File: src/rtl/prescale_pkg.sv
// prescale_pkg
// Shared definitions for the multi-channel clock-enable prescaler.
//   DIV_RST_DEF  : divisor loaded into every channel at reset (50 -> 1 MHz from 50 MHz)
//   NCH_MAX      : largest supported channel count
//   CHAN_W       : width of the per-channel counter/divisor registers
//   chan_state_t : per-channel state (down-counter, active divisor, shadow, pending flag)
//   wr_valid()   : divisor-write validity check (non-zero divisor, existing channel)
package prescale_pkg;

    localparam int DIV_RST_DEF = 50;
    localparam int NCH_MAX     = 16;
    localparam int CHAN_W      = 16;

    typedef struct packed {
        logic [CHAN_W-1:0] cnt;
        logic [CHAN_W-1:0] act;
        logic [CHAN_W-1:0] shd;
        logic              pend;
    } chan_state_t;

    // A write is accepted only for a non-zero divisor aimed at an existing channel.
    function automatic logic wr_valid(input logic [31:0] sel,
                                      input logic [31:0] nch,
                                      input logic        val_nz);
        return val_nz && (sel < nch) && (sel < 32'(NCH_MAX));
    endfunction

endpackage

File: src/rtl/prescale_chan.sv
// prescale_chan
// One prescaler channel: down-counter, active divisor, shadow divisor,
// pending flag and registered one-cycle tick.
// Ports:
//   clk50m, rst_n : clock, asynchronous active-low reset
//   cnt_en        : count event for this channel this cycle
//   sync          : restart (applies pending shadow, reloads counter)
//   wr, wr_val    : validated write into the shadow divisor
//   wrap          : (only with PRESCALE_CASCADE_EN) this channel wraps this cycle
//   pend          : shadow holds a value not yet applied
//   tick          : one-cycle enable pulse, the cycle after a wrap
module prescale_chan
    import prescale_pkg::*;
#(
    parameter int DIV_RST = DIV_RST_DEF
) (
    input  logic              clk50m,
    input  logic              rst_n,
    input  logic              cnt_en,
    input  logic              sync,
    input  logic              wr,
    input  logic [CHAN_W-1:0] wr_val,
`ifdef PRESCALE_CASCADE_EN
    output logic              wrap,
`endif
    output logic              pend,
    output logic              tick
);

    localparam logic [CHAN_W-1:0] RST_DIV = CHAN_W'(DIV_RST);
    localparam logic [CHAN_W-1:0] ONE     = {{(CHAN_W-1){1'b0}}, 1'b1};
    localparam logic [CHAN_W-1:0] ZERO    = {CHAN_W{1'b0}};
    localparam chan_state_t RST_ST = '{cnt: RST_DIV - ONE, act: RST_DIV, shd: RST_DIV, pend: 1'b0};

    chan_state_t       st_r;
    chan_state_t       st_nxt_s;
    logic              tick_r;
    logic              tick_nxt_s;
    logic              wrap_s;
    logic [CHAN_W-1:0] new_act_s;

    // Sync pre-empts a wrap, so a sync cycle never produces a tick.
    assign wrap_s    = cnt_en && !sync && (st_r.cnt == ZERO);
    assign new_act_s = st_r.pend ? st_r.shd : st_r.act;

    // Next-state: reload on sync or wrap, count down on other count events.
    always_comb begin
        st_nxt_s   = st_r;
        tick_nxt_s = 1'b0;
        if (sync || wrap_s) begin
            tick_nxt_s    = wrap_s;
            st_nxt_s.act  = new_act_s;
            st_nxt_s.cnt  = new_act_s - ONE;
            st_nxt_s.pend = 1'b0;
        end else if (cnt_en) begin
            st_nxt_s.cnt = st_r.cnt - ONE;
        end else begin
            st_nxt_s.cnt = st_r.cnt;
        end
        // A write lands after the reload decision, so it stays pending and wins over the clear.
        if (wr) begin
            st_nxt_s.shd  = wr_val;
            st_nxt_s.pend = 1'b1;
        end else begin
            st_nxt_s.shd  = st_nxt_s.shd;
        end
    end

    // Channel state and tick registers.
    always_ff @(posedge clk50m or negedge rst_n) begin
        if (!rst_n) begin
            st_r   <= RST_ST;
            tick_r <= 1'b0;
        end else begin
            st_r   <= st_nxt_s;
            tick_r <= tick_nxt_s;
        end
    end

`ifdef PRESCALE_CASCADE_EN
    assign wrap = wrap_s;
`endif
    assign pend = st_r.pend;
    assign tick = tick_r;

endmodule

File: src/rtl/prescale_multi.sv
// prescale_multi
// Multi-channel clock-enable prescaler for the 50 MHz domain. Each channel
// divides clk50m by a runtime divisor and emits a one-cycle tick; divisor
// changes are applied at the channel's next wrap, sync restarts all channels.
// Optional feature: define PRESCALE_CASCADE_EN to chain channels so that
// channel k>0 only counts wraps of channel k-1.
// Ports:
//   rst_n, clk50m       : asynchronous active-low reset, clock
//   en                  : global run, low freezes all counters
//   sync                : synchronous phase-aligned restart
//   div_we/div_sel/div_val : divisor write strobe, channel, value
//   div_err             : one-cycle pulse after a rejected write
//   div_pending[NCH]    : shadow written, not yet applied
//   tick[NCH]           : one-cycle enable pulse per channel
module prescale_multi
    import prescale_pkg::*;
#(
    parameter int NCH     = 4,
    parameter int CNT_W   = 16,
    parameter int DIV_RST = DIV_RST_DEF
) (
    input  logic                                     rst_n,
    input  logic                                     clk50m,
    input  logic                                     en,
    input  logic                                     sync,
    input  logic                                     div_we,
    input  logic [((NCH > 1) ? $clog2(NCH) : 1)-1:0] div_sel,
    input  logic [CNT_W-1:0]                         div_val,
    output logic                                     div_err,
    output logic [NCH-1:0]                           div_pending,
    output logic [NCH-1:0]                           tick
);

    localparam int SEL_W = (NCH > 1) ? $clog2(NCH) : 1;

    logic           wr_ok_s;
    logic           div_err_r;
    logic [NCH-1:0] wr_s;
    logic [NCH-1:0] cnt_en_s;
`ifdef PRESCALE_CASCADE_EN
    logic [NCH-1:0] wrap_s;
`endif

    assign wr_ok_s = div_we && wr_valid(32'(div_sel), 32'(NCH), |div_val);

    // Rejected-write flag, visible the cycle after the write.
    always_ff @(posedge clk50m or negedge rst_n) begin
        if (!rst_n) begin
            div_err_r <= 1'b0;
        end else begin
            div_err_r <= div_we && !wr_ok_s;
        end
    end

    assign div_err = div_err_r;

    for (genvar k = 0; k < NCH; k++) begin : g_chan
        assign wr_s[k] = wr_ok_s && (div_sel == SEL_W'(k));

`ifdef PRESCALE_CASCADE_EN
        // Chained: a channel counts only the wraps of its predecessor.
        if (k == 0) begin : g_head
            assign cnt_en_s[k] = en;
        end else begin : g_link
            assign cnt_en_s[k] = en && wrap_s[k-1];
        end
`else
        assign cnt_en_s[k] = en;
`endif

        prescale_chan #(
            .DIV_RST (DIV_RST)
        ) u_chan (
            .clk50m  (clk50m),
            .rst_n   (rst_n),
            .cnt_en  (cnt_en_s[k]),
            .sync    (sync),
            .wr      (wr_s[k]),
            .wr_val  (CHAN_W'(div_val)),
`ifdef PRESCALE_CASCADE_EN
            .wrap    (wrap_s[k]),
`endif
            .pend    (div_pending[k]),
            .tick    (tick[k])
        );
    end

endmodule

File: config.mk
export PLATFORM = sky130hd
export DESIGN_NAME = prescale_multi
export DESIGN_NICKNAME = d
export VERILOG_FILES = /design/src/rtl/prescale_pkg.sv /design/src/rtl/prescale_chan.sv /design/src/rtl/prescale_multi.sv
export SDC_FILE = /design/constraint.sdc
export NUM_CORES = 1
export LEC_CHECK = 0
export CAP_MARGIN = 5
export CORE_UTILIZATION = 55
export DETAILED_ROUTE_END_ITERATION = 6
export GPL_TIMING_DRIVEN = 0
export MAX_ROUTING_LAYER = met4
export PLACE_DENSITY = 0.84
export SLEW_MARGIN = 20
export SYNTH_ARGS = -nofsm -noshare
export SYNTH_HDL_FRONTEND = slang
export SYNTH_SLANG_ARGS = --single-unit
File: constraint.sdc
create_clock -name clk50m -period 5.6 [get_ports clk50m]
set_input_delay 1.12 -clock clk50m [delete_from_list [all_inputs] [get_ports clk50m]]
set_output_delay 1.12 -clock clk50m [all_outputs]
set_load 0.03 [all_outputs]
==> results.txt, run 1 <==
Hold-fix buffers at CTS -> 0
PwrDens -> 428.9 nW/um^2
Final Cycle Share -> 0.9704
Slack of the worst reg-to-reg path -> 1.09 ns
Initial antenna violation count -> 1
Syn avg cell area -> 10.15 sq um
Layout Area Growth over Synthesis -> 13.88%
Core area -> 20430 sq um
Final slew viol count -> 0
Final core occ -> 0.6442
DIE AREA -> 21590 sq um
Crit path cell chain -> clkdlybuf4s50_1, clkbuf_1, inv_2, buf_2, clkbuf_1, clkbuf_1, a21oi_1, ha_1, o211ai_1, nand4bb_1, mux2_2, or4_1, a31oi_1, nor3_1
HP Class -> reg2reg
Clk root buf -> clkbuf_16
Tmin final -> 5.434 ns
Synth top area cells -> dfrtp_1 36%, mux2_2 14%, dfstp_2 8.2%
Post-synthesis cell count -> 1138
Yosys reg bits -> 201
FF-to-FF End -> g_chan[3].u_chan.st_r[45]
Synth top area share -> 0.3573
Wire length of the first global-routing pass -> 52.54 mm
Finish-stage setup viols -> 0
Commonest non-fill, non-tap cell in the layout -> dfrtp_1
Hold Path Stages -> 2
Crit end category -> flip-flop
DPL Wire Length -> 21.94 mm
CTS Buf Count -> 22
RR Startpoint -> g_chan[3].u_chan.st_r[38]
H-tree depth -> 1
FMAX -> 184.0 MHz
Routed Antenna Nets -> 0
Total power -> 5.644 mW
Commonest non-fill, non-tap cells in the layout -> 165 x dfrtp_1, 148 x mux2_2, 114 x nor2_1
Register area share after synthesis -> 0.4392
Post-DR vias/cell -> 6.652
Io pins -> 32
Post-place setup slack -> -0.3289 ns
Post-synth cell types -> 79
R2r worst-path depth -> 14
Fillers -> 1580
Largest net degree at the start of global routing -> 105
DRT iter0 DRCs -> 1120
TNS Setup -> 0 ns
Routability Congestion -> 0.9399
Tightest Pin Transition -> 1.106 ns
Starting Density -> 0.5657
Vias -> 9859
Dominant synthesized flop cell -> dfrtp_1
Post-synth EDFFs -> 0
Clock skew -> 0.01742 ns
Tot GR Track Use -> 0.3217
Status -> complete, but fails checks
Sink Count -> 201
Routed WL -> 32.99 mm
Worst-path fanout max -> 10
CTS tree -> done
Multi-input combinational cell area -> 6101 sq um
Clock-pin slew on the worst setup and hold paths -> 0.06 ns
PortBufs -> 30
Max incr delay on CP -> 0.72 ns
Worst Setup SP -> sync
Crit-path slowest cell -> clkdlybuf4s50_1
Peak supply drop -> 0.0002951 V
Remaining Overflow, GRT -> 0
FF/Latch Area -> 5075 sq um
LEAKAGE -> 5.309 nW
Area leader, netlist -> dfrtp_1
Mapped Area -> 11560 sq um
DIE HEIGHT -> 147.0 um
Worst setup margin -> 0.1660 ns
First drt pass iteration count -> 7
DRC -> 2
Fin nets -> 1221
Max Cap Viol -> 0
Critical Path RT -> 5.98 ns
Placed Area -> 12250 sq um
Setup crit end -> g_chan[3].u_chan.st_r[45]
Net Count, Synth -> 1165
Yosys warns -> 0
CP most frequent cell -> clkbuf_1
Critical Path Source Type -> input port
Share of cells above drive strength 1 -> 0.2339
WP data arrival -> 5.81 ns
Max Root-Sink Buffers -> 3
# rows -> 52
Failing checks -> DRC
DR WL/cell -> 22.26 um
Post-route cell area -> 13160 sq um
Vias in the first global route -> 9838
Slew margin rel. -> 0.2568
Crit Path Class -> in2reg
RSZ-0062 raised after global routing -> false
Hold Startpoint -> g_chan[0].u_chan.st_r[38]
Clk_lat worst skew -> 0.52 ns
Async SR Flop Fraction -> 1.000
Final hold violation count -> 0
Die Wd -> 147.0 um
==> cells by family after synthesis <==
group / Yosys count / share of synthesized area
DFF: 201 / 0.4392
AOI/OAI and AO/OA: 239 / 0.1362
muxes: 221 / 0.2077
and+or+nand+nor: 361 / 0.1592
buffers and inverters: 86 / 0.03378
adders and majority gates: 4 / 0.004331
xor gates and xnor gates: 26 / 0.01971
==> worst max-delay path, delay by kind of cell <==
kind	cells	cell delay, ns
buf+inv	6	2.54
mux	1	0.36
simple gates	3	0.82
fa+ha+maj	1	0.31
compound gates	3	0.63
==> Yosys cell counts, types with 8 or more instances <==
library cell,instances
dfrtp_1,165
mux2_2,148
nor2_1,114
nand2_1,80
a21oi_1,74
mux2i_1,71
nor3_1,44
dfstp_2,36
o21ai_0,35
clkbuf_1,26
buf_2,21
nor4_1,20
a211oi_1,18
xnor2_1,18
a31oi_1,15
nand3_1,15
inv_1,14
buf_1,13
o22ai_1,12
o21a_1,11
buf_4,9
nand2b_1,9
nand4_1,9
xor2_1,8
==> power by group <==
part	switching (mW)	total, mW	internal [mW]
clock network	0.618	1.77	1.16
logic	0.811	1.51	0.703
registers	0.430	2.36	1.93
total	1.86	5.64	3.79
==> area by class of cell <==
cell class	count	area share
Tap cell	270	0.02567
Timing Repair Buffer	32	0.02738
Clock inverter	12	0.02006
Multi-Input combinational cell	851	0.4636
Inverter	16	0.004564
Buffer	70	0.02529
Sequential cell	201	0.3856
Antenna cell	2	0.0003803
Clock buffer	28	0.04744
==> per-stage QoR <==
stage,cells,hold WS [ns]
4_1_cts,1480,0.4991
3_3_place_gp,1438,0.4722
6_report,1482,0.4974
2_1_floorplan,1138,0.4601
5_1_grt,1481,0.5047
3_5_place_dp,1440,0.4855
==> worst min-delay path by stage <==
| stage | endpoint | slack (ns) |
|---|---|---|
| after global placement | g_chan[2].u_chan.st_r[31] | 0.47 |
| after detailed placement | g_chan[0].u_chan.st_r[30] | 0.49 |
| after global routing | g_chan[0].u_chan.st_r[30] | 0.50 |
| after CTS | g_chan[0].u_chan.st_r[38] | 0.50 |
| final | g_chan[0].u_chan.st_r[38] | 0.50 |
| after floorplan | g_chan[2].u_chan.st_r[31] | 0.46 |
==> state kept, by name, summed over array words and instances (netlist names) <==
register            flops
g_chan.u_chan.tick      4
g_chan.u_chan.st_r    192
div_err                 1
g_chan.u_chan.pend      4
==> metal layers <==
metal | share of wire | vias to the layer above | global-route usage
met2 | 0.46 | 519 | 0.4879
li1 | - | 4302 | -
met1 | 0.39 | 4883 | 0.3959
met5 | 0 | - | -
met4 | 0.052 | 0 | 0.1742
met3 | 0.096 | 155 | 0.08043
==> timing repair <==
item	CTS	global route
setup buffers	0	0
gates resized for setup	0	6
setup endpoints to repair	0	9
Power figures use the tool's default switching activity.
==> run 2: changes to the inputs <==
CORE_UTILIZATION = 58   (was 55)
PLACE_DENSITY = 0.88   (was 0.84)
SYNTH_HIERARCHICAL = 1   (was unset)
==> run 2 against run 1 <==
Compared with the run above:
- the run now ends clean
- sequential cell count is the same
- first-iteration DRC count shrank 25%
- fmax grew 4.9%
- synthesized cell count shrank 1.4%
- utilization grew 2.4 points
- area after synthesis grew 0.13%
- total power shrank 4.9%
- highest routed layer unchanged
==> results.txt, run 2 <==
CTS Buf Count -> 22 (unchanged)
LEAKAGE -> 5.175 nW (-2.5%)
Routed Antenna Nets -> 0 (unchanged)
DIE AREA -> 20520 sq um (-5.0%)
Total power -> 5.370 mW (-4.9%)
PortBufs -> 30 (unchanged)
Max Cap Viol -> 0 (unchanged)
# rows -> 51 (-1.9%)
Wire length of the first global-routing pass -> 45.68 mm (-13%)
Hold-fix buffers at CTS -> 0 (unchanged)
RSZ-0062 raised after global routing -> false
Final slew viol count -> 0 (unchanged)
Synth top area cells -> dfrtp_1 36%, mux2_2 12%, dfstp_2 8.2%
First drt pass iteration count -> 6 (-1)
H-tree depth -> 1 (unchanged)
Crit end category -> flip-flop
Largest net degree at the start of global routing -> 101 (-3.8%)
Register area share after synthesis -> 0.4386 (-0.0005698)
Final hold slack -> 0.3832 ns (-0.1142 ns)
DP Cell Count -> 1419 (-1.5%)
Synth cell count leaders -> 165 x dfrtp_1, 126 x mux2_2, 114 x nor2_1
Worst-path fanout max -> 14 (+4)
Setup Buffers After CTS -> 0 (unchanged)
Fin cells -> 1459 (-1.6%)
Fillers -> 1459 (-7.7%)
Vias in the first global route -> 8923 (-9.3%)
Commonest non-fill, non-tap cells in the layout -> 165 x dfrtp_1, 126 x mux2_2, 114 x nor2_1
Initial antenna violation count -> 0 (-1)
Layout Area Growth over Synthesis -> 12.67%
Net Count, Synth -> 1149 (-1.4%)
Routability Congestion -> 0.9817 (+4.4%)
Area leader, netlist -> dfrtp_1
Status -> finished, final reports clean
Largest Register -> g_chan.u_chan/st_r
Critical Path RT -> 6.00 ns (+0.02 ns)
Remaining Overflow, GRT -> 0 (unchanged)
Post-synth EDFFs -> 0 (unchanged)
Commonest non-fill, non-tap cell in the layout -> dfrtp_1
Starting Density -> 0.5926 (+0.02694)
Post-synth cell types -> 69 (-13%)
Routed WL -> 28.37 mm (-14%)
Final Cycle Share -> 0.9249 (-0.04541)
DIE HEIGHT -> 143.2 um (-2.5%)
Slew margin rel. -> 0.4858 (+0.2290)
DRC -> 0 (-2)
DRT iter0 DRCs -> 838 (-25%)
Max FFs per register -> 192 (unchanged)
Io pins -> 32 (unchanged)
Clk root buf -> clkbuf_16
HP Class -> in2async
DR WL/cell -> 19.44 um (-13%)
Count leader, synth -> dfrtp_1
Post-DR vias/cell -> 6.308 (-5.2%)
Die Wd -> 143.2 um (-2.5%)
Mapped Area -> 11570 sq um (+0.13%)
Tot GR Track Use -> 0.2911 (-0.03051)
Synth top area share -> 0.3568 (-0.0004636)
Fin nets -> 1205 (-1.3%)
Tmin final -> 5.180 ns (-0.2543 ns)
Async SR Flop Fraction -> 1.000 (unchanged)
Post-synthesis cell count -> 1122 (-1.4%)
Yosys reg bits -> 201 (unchanged)
Clock-pin slew on the worst setup and hold paths -> 0.06 ns (about the same)
WP data arrival -> 5.58 ns (-0.23 ns)
Vias -> 9203 (-6.7%)
CTS tree -> done
Sink Count -> 201 (unchanged)
CTS resizes -> 2 (+2)
Critical Path Source Type -> input port
Finish-stage setup viols -> 0 (unchanged)
Number of diodes -> 0 (-2)
PwrDens -> 411.9 nW/um^2 (-4.0%)
Peak supply drop -> 0.0003057 V (+3.6%)
Share of cells above drive strength 1 -> 0.2152 (-0.01864)
Tightest Pin Transition -> 0.7713 ns (-0.3350 ns)
Core area -> 19530 sq um (-4.4%)
Yosys warns -> 6 (+6)
Syn avg cell area -> 10.31 sq um (+1.6%)
Crit Path Class -> in2reg
Clk_lat worst skew -> 0.51 ns (about the same)
Max Root-Sink Buffers -> 3 (unchanged)
Clock skew -> 0.01163 ns (-0.005781 ns)
Final hold violation count -> 0 (unchanged)
FMAX -> 193.1 MHz (+4.9%)
DPL Wire Length -> 19.74 mm (-10%)
Dominant synthesized flop cell -> dfrtp_1
==> run 2: cell count changes after synthesis, sizes merged, moves of 10 or more <==
| cell | before | now |
|---|---|---|
| mux2 | 150 | 126 |
| mux2i | 71 | 93 |
| xnor2 | 18 | 39 |
| nand2 | 80 | 63 |
| a21oi | 74 | 58 |
| xor2 | 8 | 24 |
| a211oi | 20 | 6 |
| or3 | 4 | 16 |
| buf | 44 | 33 |
| o21ai | 40 | 30 |
==> run 2: cells by family after synthesis <==
family | Yosys count | synth area share
buffers and inverters | 78 | 0.02866
AO/OA/AOI/OAI | 175 | 0.1007
flip-flops | 201 | 0.4386
XOR/XNOR | 63 | 0.04769
multiplexers | 219 | 0.2031
AND/OR/NAND/NOR | 382 | 0.1770
adder cells (fa/ha/maj) | 4 | 0.004325
==> run 2: path summary, 6_finish.rpt <==
| check | to | slack, ns | cells after the start | from |
|---|---|---|---|---|
| min in group clk50m | g_chan[3].u_chan/st_r[40] | 0.50 | 2 | g_chan[3].u_chan/st_r[40] |
| worst max-delay path | g_chan[3].u_chan/st_r[41] | 0.42 | 14 | en |
| worst max register to register | g_chan[3].u_chan/st_r[41] | 0.96 | 13 | g_chan[3].u_chan/st_r[46] |
| worst min-delay path | g_chan[0].u_chan/st_r[43] | 0.38 | 1 | rst_n |
| max in group asynchronous | g_chan[1].u_chan/st_r[37] | 4.51 | 2 | rst_n |
| worst min register to register | g_chan[3].u_chan/st_r[40] | 0.50 | 2 | g_chan[3].u_chan/st_r[40] |
==> run 2: metrics by stage <==
stage	util	worst slack, ns	instance area, sq um	TNS [ns]
after floorplan	-	0.9213	11570	0
after global placement	0.6250	-4.842	12200	-880.41
after detailed placement	0.6280	-0.8144	12260	-3.299
after CTS	0.6676	0.02956	13040	0
after global routing	0.6677	0.2567	13040	0
final	0.6677	0.4203	13040	0
==> run 2: worst max-delay path: stages <==
cell and delay [ns]:
clkbuf_2 0.35, or4b_4 0.54, nor4_2 0.44, a21oi_1 0.19, clkbuf_1 0.30, clkbuf_1 0.36
a21oi_1 0.26, ha_1 0.31, nor4b_1 0.27, a31oi_1 0.11, a211oi_2 0.51, and2_0 0.36
o21ai_0 0.12, a211o_1 0.31
==> run 2: layout make-up <==
cell class                      count  area, sq um  share of cell area
Inverter                           18        67.56            0.005182
Buffer                             60        264.0             0.02025
Timing Repair Buffer               32        355.3             0.02726
Tap cell                          265        331.6             0.02543
Sequential cell                   201         5075              0.3893
Clock inverter                     11        145.1             0.01113
Clock buffer                       29        628.1             0.04818
Multi-Input combinational cell    843         6171              0.4733
==> run 2: power breakdown <==
group / switching, mW / internal, mW
sequential: 0.408 / 1.92
clock: 0.608 / 0.931
combinational: 0.796 / 0.705
total: 1.81 / 3.56
==> run 2: metal layers <==
metal | GRT usage | vias up | share of wire
met5 | - | - | 0
met4 | 0.08847 | 0 | 0.024
met3 | 0.04762 | 68 | 0.060
met2 | 0.4675 | 347 | 0.48
met1 | 0.3792 | 4565 | 0.44
li1 | - | 4223 | -
==> run 3: changes to the inputs <==
CORE_MARGIN = 2   (was unset)
==> run 3 against run 2 <==
Compared with the run above:
- setup slack worse by 0.19 ns
- die area grew 2.8%
- critical path type unchanged
- via count increased by 1.1%
- combinational power about the same
- critical endpoint unchanged
- sequential power about the same
==> results.txt, run 3 (synthesis gave the netlist of run 2 again) <==
Worst-path fanout max -> 14 (unchanged)
Final core occ -> 0.6655 (-0.002179)
DRT iter0 DRCs -> 1011 (+21%)
Sink Count -> 201 (unchanged)
Routability Congestion -> 0.9985 (+1.7%)
RSZ-0062 raised after global routing -> false
Hold-fix buffers at CTS -> 0 (unchanged)
Tmin final -> 5.370 ns (+0.1908 ns)
CP delay by family, top -> simple AND/OR/NAND/NOR gates
Critical Path Source Type -> input port
Tot GR Track Use -> 0.2785 (-0.01266)
Fillers -> 1500 (+2.8%)
Number of diodes -> 0 (unchanged)
DIE HEIGHT -> 145.2 um (+1.4%)
First drt pass iteration count -> 5 (-1)
Post-Route M1 WL -> 12.64 mm (+1.3%)
Commonest non-fill, non-tap cell in the layout -> dfrtp_1
Crit path cell chain -> clkdlybuf4s15_2, or4b_4, nor4_2, a21oi_1, clkbuf_1, clkbuf_1, a21oi_1, ha_1, nor4b_1, a31oi_1, a211oi_2, and2_0, o21ai_0, a211o_1
Worst setup margin -> 0.2295 ns (-0.1908 ns)
Max Cap Viol -> 0 (unchanged)
DPL Wire Length -> 19.77 mm (+0.13%)
Crit end category -> flip-flop
Met2 routed WL -> 13.68 mm (+1.2%)
Final hold violation count -> 0 (unchanged)
CTS Buf Count -> 22 (unchanged)
Layout Area Growth over Synthesis -> 12.31%
Starting Density -> 0.5926 (unchanged)
Slew margin rel. -> 0.4848 (-0.001003)
Tightest Pin Transition -> 0.7513 ns (-0.01999 ns)
Final slew viol count -> 0 (unchanged)
PortBufs -> 30 (unchanged)
LEAKAGE -> 5.146 nW (-0.56%)
PwrDens -> 411.1 nW/um^2 (-0.20%)
Critical path buffers and inverters -> 3 (unchanged)
DR WL met3 -> 1.779 mm (+5.0%)
Peak supply drop -> 0.0003150 V (+3.0%)
Vias in the first global route -> 9233 (+3.5%)
Post-place setup slack -> -0.8820 ns (-0.06754 ns)
Crit Path Class -> in2reg
Remaining Overflow, GRT -> 0 (unchanged)
Routed Antenna Nets -> 0 (unchanged)
Max incr delay on CP -> 0.54 ns (about the same)
Share of cells above drive strength 1 -> 0.2131 (-0.002156)
RR Startpoint -> g_chan[3].u_chan/st_r[46]
Status -> finished, final reports clean
Fin nets -> 1204 (-0.083%)
Initial antenna violation count -> 0 (unchanged)
WP data arrival -> 5.76 ns (+0.18 ns)
Max Used Layer -> met4
Worst Setup SP -> en
Routed WL -> 28.87 mm (+1.8%)
Wire length of the first global-routing pass -> 47.00 mm (+2.9%)
Largest Register -> g_chan.u_chan/st_r
Finish-stage setup viols -> 0 (unchanged)
Commonest non-fill, non-tap cells in the layout -> 165 x dfrtp_1, 126 x mux2_2, 114 x nor2_1
Hold Startpoint -> g_chan[3].u_chan/st_r[40]
Largest net degree at the start of global routing -> 106 (+5.0%)
DRC -> 0 (unchanged)
Clk root buf -> clkbuf_16
Final Cycle Share -> 0.9590 (+0.03407)
Max FFs per register -> 192 (unchanged)
Die Wd -> 145.2 um (+1.4%)
Vias -> 9304 (+1.1%)
Critical Path RT -> 5.99 ns (about the same)
Clk_lat worst skew -> 0.51 ns (about the same)
Core area -> 19530 sq um (unchanged)
# rows -> 51 (unchanged)
Clock skew -> 0.01270 ns (+0.001069 ns)
H-tree depth -> 1 (unchanged)
Crit-path slowest cell -> or4b_4
CTS tree -> done
DR WL/cell -> 19.81 um (+1.9%)
HP Class -> reg2reg
Clock-pin slew on the worst setup and hold paths -> 0.06 ns (about the same)
Max Root-Sink Buffers -> 3 (unchanged)
FMAX -> 186.2 MHz (-3.6%)
Io pins -> 32 (unchanged)
DIE AREA -> 21100 sq um (+2.8%)
Post-DR vias/cell -> 6.386 (+1.2%)
## run 3: tightest hold or removal path: stages, from the launching register on
cell,delay [ns]
dfrtp_1,0.34
nand2_1,0.05
o21ai_0,0.06
## run 3: through the flow
step                hold slack [ns]  cells  power, mW  setup TNS (ns)  area (sq um)
global placement             0.4643   1417      3.718         -878.53         12200
CTS                          0.4892   1457      5.337               0         12990
floorplan                    0.4505   1122      3.371               0         11570
finish                       0.4894   1457      5.342               0         13000
detailed placement           0.4745   1418      3.803          -3.664         12240
global route                 0.5118   1457      5.627               0         13000
## run 3: layout make-up
type | count | area [sq um] | share of cell area
inverter | 18 | 67.56 | 0.005199
sequential | 201 | 5075 | 0.3905
tap | 265 | 331.6 | 0.02552
buffer | 60 | 264.0 | 0.02032
timing repair buffer | 31 | 334.1 | 0.02571
clock buffer | 28 | 604.3 | 0.04650
multi-input combinational | 843 | 6171 | 0.4749
clock inverter | 11 | 147.6 | 0.01136
## run 3: layer usage
layer | vias up | track usage
li1 | 4219 | -
met1 | 4633 | 0.3749
met2 | 378 | 0.4436
met3 | 74 | 0.03836
met4 | 0 | 0.08284
met5 | - | -
## run 3: path summary, 6_finish.rpt
check                      slack, ns                        end  cells after the start
setup / recovery                0.23  g_chan[3].u_chan/st_r[41]                     14
hold / removal                  0.49  g_chan[3].u_chan/st_r[40]                      2
setup reg to reg                0.89  g_chan[3].u_chan/st_r[41]                     13
hold reg to reg                 0.49  g_chan[3].u_chan/st_r[40]                      2
max in group asynchronous       3.96  g_chan[2].u_chan/st_r[38]                      2
min in group asynchronous       0.62  g_chan[0].u_chan/st_r[41]                      1
## run 3: repair_timing
item                       4_1_cts  5_1_grt
gates resized for setup          3        1
setup buffers                    0        0
setup endpoints to repair        5        2
## run 3: power by group
part | total, mW | internal, mW | switching [mW]
sequential | 2.34 | 1.92 | 0.413
combinational | 1.50 | 0.702 | 0.799
clock | 1.51 | 0.906 | 0.600
